===== config.mk =====
export PLATFORM = sky130hd
export DESIGN_NAME = cc_line_fill_unit
export DESIGN_NICKNAME = d
export VERILOG_FILES = /design/src/rtl/cc_fill_pkg.sv /design/src/rtl/cc_fill_line_buf.sv /design/src/rtl/cc_line_fill_unit.sv
export SDC_FILE = /design/constraint.sdc
export NUM_CORES = 1
export LEC_CHECK = 0
export CELL_PAD_IN_SITES_DETAIL_PLACEMENT = 1
export CELL_PAD_IN_SITES_GLOBAL_PLACEMENT = 1
export CORE_AREA = 3 3 254 256
export CTS_BUF_LIST = sky130_fd_sc_hd__clkbuf_4
export CTS_CLUSTER_DIAMETER = 40
export DETAILED_ROUTE_END_ITERATION = 7
export DIE_AREA = 0 0 257 259
export PLACE_DENSITY_LB_ADDON = 0.2
export SYNTH_ARGS = -nofsm -noshare
export SYNTH_HDL_FRONTEND = slang
export SYNTH_SLANG_ARGS = --single-unit

===== constraint.sdc =====
create_clock -name clk -period 6.9 [get_ports clk]
set_input_delay 1.38 -clock clk [delete_from_list [all_inputs] [get_ports clk]]
set_output_delay 1.38 -clock clk [all_outputs]
set_load 0.03 [all_outputs]

===== src/rtl/cc_fill_pkg.sv =====
// Shared types and helpers for the cache-line fill unit.
package cc_fill_pkg;

  localparam int DEF_DATA_W     = 64;
  localparam int DEF_LINE_BYTES = 64;
  localparam int DEF_ADDR_W     = 32;
  localparam int DEF_IDX_W      = 9;

  typedef enum logic [1:0] {
    IDLE  = 2'd0,
    FILL  = 2'd1,
    WRITE = 2'd2,
    DRAIN = 2'd3
  } fill_state_t;

  // Ceiling log2, used for every derived width (beat count, offsets).
  function automatic int clog2_beats(input int n);
    int r;
    r = 0;
    for (int i = 0; i < 31; i++) begin
      if ((1 << i) < n) r = i + 1;
    end
    return r;
  endfunction

endpackage


===== src/rtl/cc_fill_line_buf.sv =====
// Line assembly buffer: BEATS beat-wide slots, one slot written per cycle,
// whole line presented flat.
module cc_fill_line_buf #(
  parameter int DATA_W = 64,
  parameter int BEATS  = 8,
  parameter int WOFF_W = 3
) (
  input  logic                    clk,
  input  logic                    rst_n,
  input  logic                    we,
  input  logic [WOFF_W-1:0]       widx,
  input  logic [DATA_W-1:0]       wdata,
  output logic [BEATS*DATA_W-1:0] line
);

  logic [DATA_W-1:0] slot_q [BEATS];

  always_ff @(posedge clk or negedge rst_n) begin
    if (!rst_n) begin
      for (int i = 0; i < BEATS; i++) slot_q[i] <= '0;
    end else if (we) begin
      slot_q[widx] <= wdata;
    end
  end

  always_comb begin
    line = '0;
    for (int i = 0; i < BEATS; i++) line[i*DATA_W +: DATA_W] = slot_q[i];
  end

endmodule


===== src/rtl/cc_line_fill_unit.sv =====
// Cache-line fill unit: pops a miss address, gathers a wrapping AXI R burst
// into a line and writes tag+line once. Optional early critical-word forward
// is built when CC_FILL_CWF_EN is defined.
module cc_line_fill_unit
  import cc_fill_pkg::*;
#(
  parameter int DATA_W     = DEF_DATA_W,
  parameter int LINE_BYTES = DEF_LINE_BYTES,
  parameter int ADDR_W     = DEF_ADDR_W,
  parameter int IDX_W      = DEF_IDX_W,
  localparam int BEATS     = LINE_BYTES * 8 / DATA_W,
  localparam int OFF_W     = clog2_beats(LINE_BYTES),
  localparam int WOFF_W    = clog2_beats(BEATS),
  localparam int BOFF_W    = clog2_beats(DATA_W / 8),
  localparam int TAG_W     = ADDR_W - IDX_W - OFF_W
) (
  input  logic                    clk,
  input  logic                    rst_n,
  input  logic [DATA_W-1:0]       mem_rdata_i,
  input  logic                    mem_rlast_i,
  input  logic                    mem_rvalid_i,
  output logic                    mem_rready_o,
  input  logic                    miss_addr_fifo_empty_i,
  input  logic [ADDR_W-1:0]       miss_addr_fifo_rdata_i,
  output logic                    miss_addr_fifo_rden_o,
  output logic                    wren_o,
  output logic [IDX_W-1:0]        waddr_o,
  output logic [TAG_W:0]          wdata_tag_o,
  output logic [LINE_BYTES*8-1:0] wdata_data_o,
  output logic [1:0]              dbg_state_o,
  output logic                    fill_err_o
`ifdef CC_FILL_CWF_EN
  ,
  output logic                    cwf_valid_o,
  output logic [DATA_W-1:0]       cwf_data_o
`endif
);

  fill_state_t       state_q;
  logic [WOFF_W-1:0] cnt_q;
  logic [WOFF_W-1:0] start_q;
  logic [IDX_W-1:0]  idx_q;
  logic [TAG_W-1:0]  tag_q;
  logic              err_q;
  logic              beat_hs;
  logic              cnt_last;
  logic              unused_addr_bits;

  // A beat transfers on any cycle where mem_rvalid_i and mem_rready_o are both
  // high; rready depends only on state, so the source may hold rvalid freely.
  assign mem_rready_o          = (state_q == FILL) || (state_q == DRAIN);
  assign miss_addr_fifo_rden_o = (state_q == IDLE) && !miss_addr_fifo_empty_i;
  assign beat_hs               = (state_q == FILL) && mem_rvalid_i;
  assign cnt_last              = (cnt_q == WOFF_W'(BEATS - 1));

  assign wren_o      = (state_q == WRITE);
  assign waddr_o     = idx_q;
  assign wdata_tag_o = {wren_o, tag_q};
  assign fill_err_o  = err_q;
  assign dbg_state_o = state_q;

  assign unused_addr_bits = ^miss_addr_fifo_rdata_i;

  always_ff @(posedge clk or negedge rst_n) begin
    if (!rst_n) begin
      state_q <= IDLE;
      cnt_q   <= '0;
      start_q <= '0;
      idx_q   <= '0;
      tag_q   <= '0;
      err_q   <= 1'b0;
    end else begin
      err_q <= 1'b0;
      case (state_q)
        IDLE: begin
          if (!miss_addr_fifo_empty_i) begin
            idx_q   <= miss_addr_fifo_rdata_i[OFF_W+IDX_W-1:OFF_W];
            tag_q   <= miss_addr_fifo_rdata_i[ADDR_W-1:OFF_W+IDX_W];
            start_q <= miss_addr_fifo_rdata_i[OFF_W-1:BOFF_W];
            cnt_q   <= '0;
            state_q <= FILL;
          end
        end
        FILL: begin
          if (mem_rvalid_i) begin
            cnt_q <= cnt_q + 1'b1;
            if (mem_rlast_i) begin
              if (cnt_last) begin
                state_q <= WRITE;
              end else begin
                err_q   <= 1'b1;
                state_q <= IDLE;
              end
            end else if (cnt_last) begin
              // Burst overran the line: flush the tail without writing.
              err_q   <= 1'b1;
              state_q <= DRAIN;
            end
          end
        end
        WRITE: state_q <= IDLE;
        DRAIN: begin
          if (mem_rvalid_i && mem_rlast_i) state_q <= IDLE;
        end
        default: state_q <= IDLE;
      endcase
    end
  end

  cc_fill_line_buf #(
    .DATA_W (DATA_W),
    .BEATS  (BEATS),
    .WOFF_W (WOFF_W)
  ) u_line_buf (
    .clk   (clk),
    .rst_n (rst_n),
    .we    (beat_hs),
    .widx  (start_q + cnt_q),
    .wdata (mem_rdata_i),
    .line  (wdata_data_o)
  );

`ifdef CC_FILL_CWF_EN
  logic              cwf_valid_q;
  logic [DATA_W-1:0] cwf_data_q;

  always_ff @(posedge clk or negedge rst_n) begin
    if (!rst_n) begin
      cwf_valid_q <= 1'b0;
      cwf_data_q  <= '0;
    end else begin
      cwf_valid_q <= beat_hs && (cnt_q == '0);
      if (beat_hs && (cnt_q == '0)) cwf_data_q <= mem_rdata_i;
    end
  end

  assign cwf_valid_o = cwf_valid_q;
  assign cwf_data_o  = cwf_data_q;
`endif

endmodule


==> results of run 1 <==
through the flow:
step,cell area [sq um],hold slack (ns),utilization,std cells
after floorplan,20600,0.485,-,1195
after global placement,27900,0.467,0.445,2646
after detailed placement,27900,0.474,0.445,2646
after CTS,29800,0.286,0.475,2901
after global routing,29800,0.319,0.476,2905
final,29800,0.398,0.476,2906
flip-flops by register name (all words and copies together) (netlist names):
register / count
fill_err_o: 1
start_q: 3
waddr_o: 9
dbg_state_o: 2
cnt_q: 3
tag_q: 17
u_line_buf.line: 512
cells in the mapped netlist, drive strengths merged:
cell,count,share of area
or3b,1,0.00043
ha,5,0.0030
o21ai,1,0.00024
nand3,2,0.00073
dfrtp,547,0.66
nand2,6,0.0011
mux2i,1,0.00049
inv,9,0.0016
fa,1,0.00097
nor3,8,0.0052
xnor3,1,0.0012
nand2b,2,0.00061
o22ai,2,0.00061
nand3b,1,0.00036
nor2,1,0.00018
a22o,3,0.0013
clkbuf,6,0.0011
o21bai,1,0.00036
or3,1,0.00030
buf,50,0.018
nor2b,1,0.00030
nor3b,1,0.00036
xor3,1,0.0012
a21o,1,0.00036
a21oi,2,0.00049
mux2,540,0.30
how the worst max path moves through the flow:
stage                                      start               endpoint  cells past startpoint
after floorplan           miss_addr_fifo_empty_i  miss_addr_fifo_rden_o                      2
after global placement    miss_addr_fifo_empty_i  miss_addr_fifo_rden_o                      4
after detailed placement  miss_addr_fifo_empty_i  miss_addr_fifo_rden_o                      4
after CTS                 miss_addr_fifo_empty_i  miss_addr_fifo_rden_o                      4
after global routing      miss_addr_fifo_empty_i  miss_addr_fifo_rden_o                      4
final                     miss_addr_fifo_empty_i  miss_addr_fifo_rden_o                      4
worst reg2reg max path, cell delays in order, from the launching register on:
cell	delay, ns
sky130_fd_sc_hd__dfrtp_1	0.42
sky130_fd_sc_hd__ha_1	0.22
sky130_fd_sc_hd__inv_1	0.06
sky130_fd_sc_hd__fa_1	0.45
sky130_fd_sc_hd__nor3b_1	0.58
sky130_fd_sc_hd__nand3_4	0.80
sky130_fd_sc_hd__buf_4	0.57
sky130_fd_sc_hd__mux2_2	0.37
layer usage:
| layer | GRT usage | vias to the layer above | routed length, um |
|---|---|---|---|
| met5 | 0 | - | 0 |
| met3 | 0.0896 | 137 | 5810 |
| met1 | 0.212 | 6960 | 24700 |
| met2 | 0.353 | 455 | 35200 |
| li1 | - | 5845 | - |
| met4 | 0.0835 | 0 | 2270 |
area by class of cell:
class	instances	area [sq um]
Clock buffer	228	1710
Tap cell	846	1060
Inverter	9	33.8
Clock inverter	27	205
Timing Repair Buffer	661	6610
Multi-Input combinational cell	583	6510
Fill cell	6246	32900
Antenna cell	5	12.5
Sequential cell	547	13700
power by group through the flow:
stage / clock (uW) / combinational (uW) / sequential [uW]
final: 2970 / 9830 / 5630
after global routing: 3300 / 10200 / 5850
after CTS: 3120 / 9970 / 5650
after detailed placement: 0 / 9950 / 5690
after global placement: 0 / 9830 / 5600
after floorplan: 0 / 2430 / 8710
cells by family (layout without fill, tap and decap cells):
kind of cell | after synthesis | after routing | synth area share
flip-flops | 547 | 547 | 0.665
AND/OR/NAND/NOR | 24 | 24 | 0.00960
AO/OA/AOI/OAI | 10 | 10 | 0.00334
other | 0 | 5 | 0
buffers and inverters | 65 | 925 | 0.0205
XOR/XNOR | 2 | 2 | 0.00231
multiplexers | 541 | 541 | 0.296
adder cells (fa/ha/maj) | 6 | 6 | 0.00401
==> impl_metrics.json, run 1 <==
{
  "status": "complete, no violations",
  "layout_common_cells": "sky130_fd_sc_hd__clkdlybuf4s50_1, sky130_fd_sc_hd__dfrtp_1, sky130_fd_sc_hd__mux2_2",
  "synth-seq-area-share": 0.665,
  "ys_warn_count": 0,
  "tightestPinTransition_ns": 0.967,
  "critical_path.slowest_cell": "sky130_fd_sc_hd__clkdlybuf4s50_1",
  "cp_max_fo": 32,
  "die_h_um": 259,
  "timing.critical_path.buf_inv": 3,
  "path_clk_slew_ns": 0.06,
  "syn_area_per_cell_sq_um": 17.2,
  "syn_inst": 1195,
  "crit_top_cell": "sky130_fd_sc_hd__clkdlybuf4s50_1",
  "fin_total_pwr_uw": 18400,
  "io_buffers": 642,
  "timing.rr.start": "cnt_q[0]",
  "place_hpwl_um": 46100,
  "timing.slew.headroom": 0.355,
  "final_max_slew_viol_count": 0,
  "worst_slack_ns": 2.44,
  "ios": 646,
  "yosysUniqueCellTypes": 31,
  "clk-insertion-delay-late_ns": 0.95,
  "finalHoldViolations": 0,
  "dieWidth_um": 257,
  "routabilityCongestion": 0.761,
  "overflow": 0,
  "grt_util_all_layers": 0.202,
  "grt_pass1_vias": 15100,
  "crit_path_start_kind": "input pin",
  "r2r-end": "u_line_buf.line[153]",
  "cellPowerDensity_nw_per_um2": 618,
  "critPathTopFamily": "buffers and inverters",
  "post_cts.repair.setup_buffers": 0,
  "die-area_sq_um": 66600,
  "initial_utilization": 0.328,
  "cts.htree.levels": 4,
  "avgRoutedWirePerCell_um": 23.4,
  "worstPathCellList": "clkdlybuf4s50_1, nor3_2, buf_4, clkdlybuf4s50_1",
  "detailedPlace.worstSlack_ns": 2.42,
  "clock.fmax_mhz": 224,
  "area_delta_synth_final_pct": 44.8,
  "drtPass1Iterations": 4,
  "nNetsFinal": 2061,
  "mostFrequentLayoutCell": "sky130_fd_sc_hd__clkdlybuf4s50_1",
  "timing.critical_path.to_type": "primary output",
  "design_internal_power_uw": 10700,
  "drc_violations_left": 0,
  "p_sw_frac": 0.419,
  "grt_pass1_wl_um": 100000,
  "viasPerCell": 4.61,
  "combinational_power_share": 0.533,
  "timing.clock.skew_ns": 0.0398,
  "net-switching-power_uw": 7720,
  "antenna_violations_before_repair": 2,
  "power.ir.vdd_worst_mv": 0.269,
  "sequentialPowerShare": 0.305,
  "layout_worst_path_cycle_share": 0.647,
  "grt_start_max_net_pins": 143,
  "syn_nets": 1302,
  "timing.setup.tns_ns": 0,
  "num_vias": 13400,
  "drtIter0Drc": 488,
  "hold_crit_path_type": "input pin to async pin",
  "finalWirelength_um": 67900,
  "synth.cell_area_sq_um": 20600,
  "cp_slowest_stage_delay_ns": 0.75,
  "setup_repair_after_global_routing_missed_its_margin": "no",
  "setup_violations": 0,
  "drive_above_1_share": 0.374,
  "cap_violations": 0,
  "ff2ff_setup_slack_ns": 3.29,
  "critPathKind": "input pin to primary output",
  "tritoncts.num_buffers": 152,
  "clk_path_buf_depth": 3,
  "ys_seq_elements": 547,
  "row_count": 92,
  "post_route_minimum_period_ns": 4.46,
  "ctsResizeCount": 0,
  "critPathRequiredTime_ns": 5.52,
  "drt.antenna.violating_nets": 0,
  "leakagePower_uw": 0.0128,
  "numClockSinks": 547,
  "r2r.worst_path.cells": 7,
  "clockPowerShare": 0.161,
  "timing.critical_path.arrival_ns": 3.08,
  "post_cts_hold_buffer_count": 0,
  "core_area_sq_um": 62700,
  "cts.root.buffer_cell": "sky130_fd_sc_hd__clkbuf_4",
  "tritoncts_clock_tree": "yes"
}
(Power assumes the default switching activity.)
==> inputs of run 2 (changes only) <==
--- a/config.mk
+++ b/config.mk
@@ -7,11 +7,11 @@
 export LEC_CHECK = 0
 export CELL_PAD_IN_SITES_DETAIL_PLACEMENT = 1
 export CELL_PAD_IN_SITES_GLOBAL_PLACEMENT = 1
-export CORE_AREA = 3 3 254 256
+export CORE_MARGIN = 3
+export CORE_UTILIZATION = 35
 export CTS_BUF_LIST = sky130_fd_sc_hd__clkbuf_4
 export CTS_CLUSTER_DIAMETER = 40
 export DETAILED_ROUTE_END_ITERATION = 7
-export DIE_AREA = 0 0 257 259
 export PLACE_DENSITY_LB_ADDON = 0.2
 export SYNTH_ARGS = -nofsm -noshare
 export SYNTH_HDL_FRONTEND = slang
==> constraint.sdc (replaced) <==
create_clock -name clk -period 4.01 [get_ports clk]
set_input_delay 0.802 -clock clk [delete_from_list [all_inputs] [get_ports clk]]
set_output_delay 0.802 -clock clk [all_outputs]
set_load 0.03 [all_outputs]
==> run 2 against run 1 <==
Largest cell class unchanged. Non-clock buffer count increased by 14. First-iteration DRC count decreased by 8.6%. Register-to-register slack got worse by 2.5 ns. Die area decreased by 7.2%.
==> impl_metrics.json, run 2 (synthesized netlist as in run 1, its figures left out) <==
{
  "status": "complete, no violations",
  "design_internal_power_uw": 18400,
  "cts.htree.levels": 4,
  "timing.critical_path.arrival_ns": 2.55,
  "grt_util_all_layers": 0.219,
  "ctsResizeCount": 0,
  "path_clk_slew_ns": 0.07,
  "layout_worst_path_cycle_share": 0.835,
  "row_count": 88,
  "timing.setup.tns_ns": 0,
  "drtPass1Iterations": 4,
  "critPathKind": "flip-flop to primary output",
  "initial_utilization": 0.356,
  "die-area_sq_um": 61800,
  "place_hpwl_um": 46900,
  "grt_pass1_vias": 15200,
  "tritoncts_clock_tree": "yes",
  "drc_violations_left": 0,
  "antenna_violations_before_repair": 4,
  "leakagePower_uw": 0.0129,
  "drive_above_1_share": 0.376,
  "cts.root.buffer_cell": "sky130_fd_sc_hd__clkbuf_4",
  "finalWirelength_um": 67700,
  "cellPowerDensity_nw_per_um2": 1060,
  "num_vias": 13600,
  "routabilityCongestion": 0.795,
  "clk-insertion-delay-late_ns": 0.93,
  "finalHoldViolations": 0,
  "largest_register_ffs": 512,
  "viasPerCell": 4.79,
  "timing.critical_path.to_type": "primary output",
  "numClockSinks": 547,
  "nNetsFinal": 2073,
  "cp_max_fo": 11,
  "post_route_minimum_period_ns": 3.35,
  "io_buffers": 642,
  "timing.slew.headroom": 0.534,
  "timing.clock.skew_ns": 0.0450,
  "sequentialPowerShare": 0.306,
  "ff2ff_setup_slack_ns": 0.82,
  "ios": 646,
  "power.ir.vdd_worst_mv": 0.525,
  "p_sw_frac": 0.418,
  "dieWidth_um": 249,
  "grt_start_max_net_pins": 109,
  "clock.fmax_mhz": 299,
  "setup_violations": 0,
  "tritoncts.num_buffers": 150,
  "fin_total_pwr_uw": 31700,
  "timing.rr.start": "cnt_q[0]",
  "overflow": 0,
  "hold_crit_path_type": "input pin to async pin",
  "setup_repair_after_global_routing_missed_its_margin": "no",
  "r2r.worst_path.cells": 7,
  "combinational_power_share": 0.537,
  "grt_pass1_wl_um": 102000,
  "area_delta_synth_final_pct": 45.3,
  "clk_path_buf_depth": 3,
  "r2r-end": "u_line_buf.line[148]",
  "die_h_um": 249,
  "drt.antenna.violating_nets": 0,
  "clockPowerShare": 0.156,
  "drtIter0Drc": 446,
  "crit_path_start_kind": "flip-flop",
  "core_area_sq_um": 57900,
  "layout_common_cells": "sky130_fd_sc_hd__clkdlybuf4s50_1, sky130_fd_sc_hd__dfrtp_1, sky130_fd_sc_hd__mux2_2",
  "mostFrequentLayoutCell": "sky130_fd_sc_hd__clkdlybuf4s50_1",
  "critPathRequiredTime_ns": 3.21,
  "avgRoutedWirePerCell_um": 23.9,
  "tightestPinTransition_ns": 0.699,
  "final_max_slew_viol_count": 0,
  "cap_violations": 0,
  "net-switching-power_uw": 13200
}
==> run 2: cell count changes in the layout (fill, tap and decap cells not counted) <==
cell,before,now
sky130_fd_sc_hd__buf_12,3,15
sky130_fd_sc_hd__clkinv_1,13,17
sky130_fd_sc_hd__clkbuf_4,228,231
sky130_fd_sc_hd__clkinv_4,3,0
sky130_fd_sc_hd__diode_2,5,2
sky130_fd_sc_hd__bufinv_16,3,1
sky130_fd_sc_hd__buf_4,16,17
sky130_fd_sc_hd__clkinv_2,2,1
sky130_fd_sc_hd__clkinvlp_4,2,3
sky130_fd_sc_hd__dlygate4sd3_1,0,1
sky130_fd_sc_hd__inv_2,4,3
==> run 2: how the worst max path moves through the flow <==
stage / startpoint / endpoint / cells after the start / slack (ns)
after CTS: dbg_state_o[1] / wdata_tag_o[17] / 3 / 0.47
final: dbg_state_o[1] / wdata_tag_o[17] / 3 / 0.66
after detailed placement: cnt_q[0] / u_line_buf.line[182] / 7 / 0.76
after floorplan: cnt_q[0] / u_line_buf.line[195] / 7 / 1.36
after global placement: cnt_q[0] / u_line_buf.line[187] / 7 / 0.80
after global routing: dbg_state_o[1] / wren_o / 3 / 0.47
==> run 2: power groups by stage <==
stage	sequential [uW]	combinational [uW]	clock (uW)
floorplan	15000	4180	0
global placement	9620	17000	0
detailed placement	9800	17200	0
CTS	9730	17200	5190
global route	10100	17700	5520
finish	9690	17000	4950
==> run 2: worst max-delay path, stage by stage (launching register included) <==
cell	delay (ns)
sky130_fd_sc_hd__dfrtp_1	0.57
sky130_fd_sc_hd__inv_1	0.11
sky130_fd_sc_hd__nor2_1	0.23
sky130_fd_sc_hd__clkdlybuf4s50_1	0.74
==> run 2: stage by stage <==
| stage | worst slack [ns] | cells | hold WS (ns) | util | cell area, sq um |
|---|---|---|---|---|---|
| finish | 0.661 | 2837 | 0.389 | 0.517 | 29900 |
| detailed placement | 0.758 | 2578 | 0.476 | 0.484 | 28100 |
| global placement | 0.802 | 2578 | 0.467 | 0.484 | 28100 |
| CTS | 0.467 | 2835 | 0.245 | 0.517 | 29900 |
| floorplan | 1.36 | 1195 | 0.485 | - | 20600 |
| global route | 0.474 | 2837 | 0.322 | 0.517 | 29900 |
==> run 2: layer usage <==
metal  global-route usage  vias to the layer above  part of all wire
met3               0.0952                      122             0.085
met1                0.239                     7103              0.38
met2                0.377                      463              0.51
met5                    0                        -           0.00013
li1                     -                     5896                 -
met4               0.0845                        2             0.029
==> run 2: what timing repair did <==
item                      CTS  global route
setup buffers               0             0
hold endpoints to repair   51             0
hold buffers                1             0
==> run 2: cell type report <==
type                            count  area (sq um)
Sequential cell                   547         13700
Multi-Input combinational cell    583          6510
Fill cell                        5778         28000
Clock buffer                      231          1730
Inverter                            9          33.8
Antenna cell                        2          5.00
Tap cell                          765           957
Timing Repair Buffer              675          6870
Clock inverter                     25           133
==> inputs of run 3 (changes only) <==
--- a/config.mk
+++ b/config.mk
@@ -7,11 +7,11 @@
 export LEC_CHECK = 0
 export CELL_PAD_IN_SITES_DETAIL_PLACEMENT = 1
 export CELL_PAD_IN_SITES_GLOBAL_PLACEMENT = 1
-export CORE_MARGIN = 3
-export CORE_UTILIZATION = 35
+export CORE_AREA = 3 3 248 250
 export CTS_BUF_LIST = sky130_fd_sc_hd__clkbuf_4
 export CTS_CLUSTER_DIAMETER = 40
 export DETAILED_ROUTE_END_ITERATION = 7
+export DIE_AREA = 0 0 251 253
 export PLACE_DENSITY_LB_ADDON = 0.2
 export SYNTH_ARGS = -nofsm -noshare
 export SYNTH_HDL_FRONTEND = slang
==> constraint.sdc (replaced) <==
create_clock -name clk -period 3.3 [get_ports clk]
set_input_delay 0.66 -clock clk [delete_from_list [all_inputs] [get_ports clk]]
set_output_delay 0.66 -clock clk [all_outputs]
set_load 0.03 [all_outputs]
==> run 3 against run 2 <==
Global-route usage fell by 0.41 points. Routed wire length rose by 1.3%. Die area rose by 2.8%. Total power rose by 23%. Clock power rose by 28%.
==> impl_metrics.json, run 3 (synthesized netlist as in run 1, its figures left out) <==
{
  "timing.critical_path.to_type": "primary output",
  "power.ir.vdd_worst_mv": 0.615,
  "drive_above_1_share": 0.377,
  "status": "complete, no violations",
  "clk-insertion-delay-late_ns": 0.93,
  "timing.slew.headroom": 0.385,
  "timing.critical_path.buf_inv": 1,
  "drtIter0Drc": 425,
  "setup_repair_after_global_routing_missed_its_margin": "no",
  "setup_violations": 0,
  "cts.root.buffer_cell": "sky130_fd_sc_hd__clkbuf_4",
  "tightestPinTransition_ns": 0.922,
  "ff2ff_setup_slack_ns": 0.46,
  "dieWidth_um": 251,
  "timing.setup.tns_ns": 0,
  "viasPerCell": 4.77,
  "crit_path_start_kind": "flip-flop",
  "critical_path.slowest_cell": "sky130_fd_sc_hd__clkdlybuf4s50_1",
  "cts.htree.levels": 4,
  "numClockSinks": 547,
  "timing.clock.skew_ns": 0.0718,
  "cp_max_fo": 11,
  "io_buffers": 642,
  "cap_violations": 0,
  "place_hpwl_um": 47300,
  "grt_start_max_net_pins": 82,
  "layout_worst_path_cycle_share": 0.945,
  "antenna_violations_before_repair": 3,
  "critical_path_cell_count": 2,
  "path_clk_slew_ns": 0.06,
  "drt.antenna.violating_nets": 0,
  "grt_pass1_vias": 15300,
  "critPathRequiredTime_ns": 2.64,
  "initial_utilization": 0.348,
  "area_delta_synth_final_pct": 46.0,
  "critPathKind": "flip-flop to primary output",
  "finalWirelength_um": 68700,
  "grt_pass1_wl_um": 101000,
  "timing.critical_path.arrival_ns": 2.46,
  "post_cts.repair.setup_buffers": 0,
  "mostFrequentLayoutCell": "sky130_fd_sc_hd__clkdlybuf4s50_1",
  "core_area_sq_um": 59200,
  "r2r-end": "u_line_buf.line[152]",
  "nNetsFinal": 2070,
  "num_vias": 13600,
  "worstPathCellList": "nor3_2, clkdlybuf4s50_1",
  "drc_violations_left": 0,
  "postLayoutCoreUtil": 0.508,
  "layout_common_cells": "sky130_fd_sc_hd__clkdlybuf4s50_1, sky130_fd_sc_hd__dfrtp_1, sky130_fd_sc_hd__mux2_2",
  "post_route_minimum_period_ns": 3.12,
  "die_h_um": 253,
  "hold_crit_path_type": "input pin to async pin",
  "finalHoldViolations": 0,
  "overflow": 0,
  "tritoncts_clock_tree": "yes",
  "die-area_sq_um": 63500,
  "ios": 646,
  "routabilityCongestion": 0.775,
  "leakagePower_uw": 0.0130,
  "grt_util_all_layers": 0.215,
  "clock.fmax_mhz": 321,
  "avgRoutedWirePerCell_um": 24.1,
  "clk_path_buf_depth": 3,
  "drtPass1Iterations": 4,
  "tritoncts.num_buffers": 150,
  "row_count": 89,
  "largest_register_ffs": 512,
  "cp_slowest_stage_delay_ns": 0.75,
  "timing.rr.start": "cnt_q[0]",
  "final_max_slew_viol_count": 0,
  "critPathTopFamily": "buffers and inverters",
  "r2r.worst_path.cells": 7,
  "cellPowerDensity_nw_per_um2": 1290
}
## run 3: cell count changes in the layout (fill, tap and decap cells not counted), sizes merged, moves of 3 or more
cell      previous run  this run
buf                 33        30
bufinv               1         4
clkbuf             231       235
clkinvlp             3         0
## run 3: per-layer routing
layer | GRT usage | vias up | share of wire
li1 | - | 5872 | -
met1 | 0.234 | 7181 | 0.37
met2 | 0.379 | 455 | 0.52
met3 | 0.0888 | 93 | 0.081
met4 | 0.0771 | 0 | 0.024
met5 | 0 | - | 0
## run 3: cell type report
class	count	area, sq um
inverter	9	33.8
timing repair buffer	672	6870
multi-input combinational	583	6510
clock buffer	235	1760
fill	5801	29200
tap	773	967
antenna	4	10.0
clock inverter	26	223
sequential	547	13700
## run 3: worst max path at each step
stage | from | endpoint | slack, ns
after global placement | mem_rvalid_i | u_line_buf.line[138] | 0.35
after floorplan | cnt_q[0] | u_line_buf.line[195] | 0.65
after global routing | dbg_state_o[0] | miss_addr_fifo_rden_o | 0.005
after detailed placement | mem_rvalid_i | u_line_buf.line[155] | 0.33
after CTS | dbg_state_o[0] | miss_addr_fifo_rden_o | 0.04
final | dbg_state_o[0] | miss_addr_fifo_rden_o | 0.18
## run 3: where the power goes
| part | switching [uW] | internal [uW] |
|---|---|---|
| registers | 1740 | 10100 |
| logic | 11700 | 9090 |
| clock network | 2810 | 3530 |
## run 3: through the flow
step           setup slack, ns  total power (uW)  instances  instance area, sq um  hold WS, ns
4_1_cts                 0.0351             39400       2845                 30100        0.207
2_1_floorplan            0.646             23300       1195                 20600        0.364
3_5_place_dp             0.335             32900       2583                 28100        0.475
3_3_place_gp             0.354             32400       2583                 28100        0.468
6_report                 0.180             38900       2849                 30100        0.325
5_1_grt                0.00497             40800       2848                 30100        0.239
## run 3: repair_timing
item	4_1_cts	5_1_grt
hold buffers	1	0
setup endpoints to repair	2	0
resized for setup	2	0
hold endpoints to repair	58	0
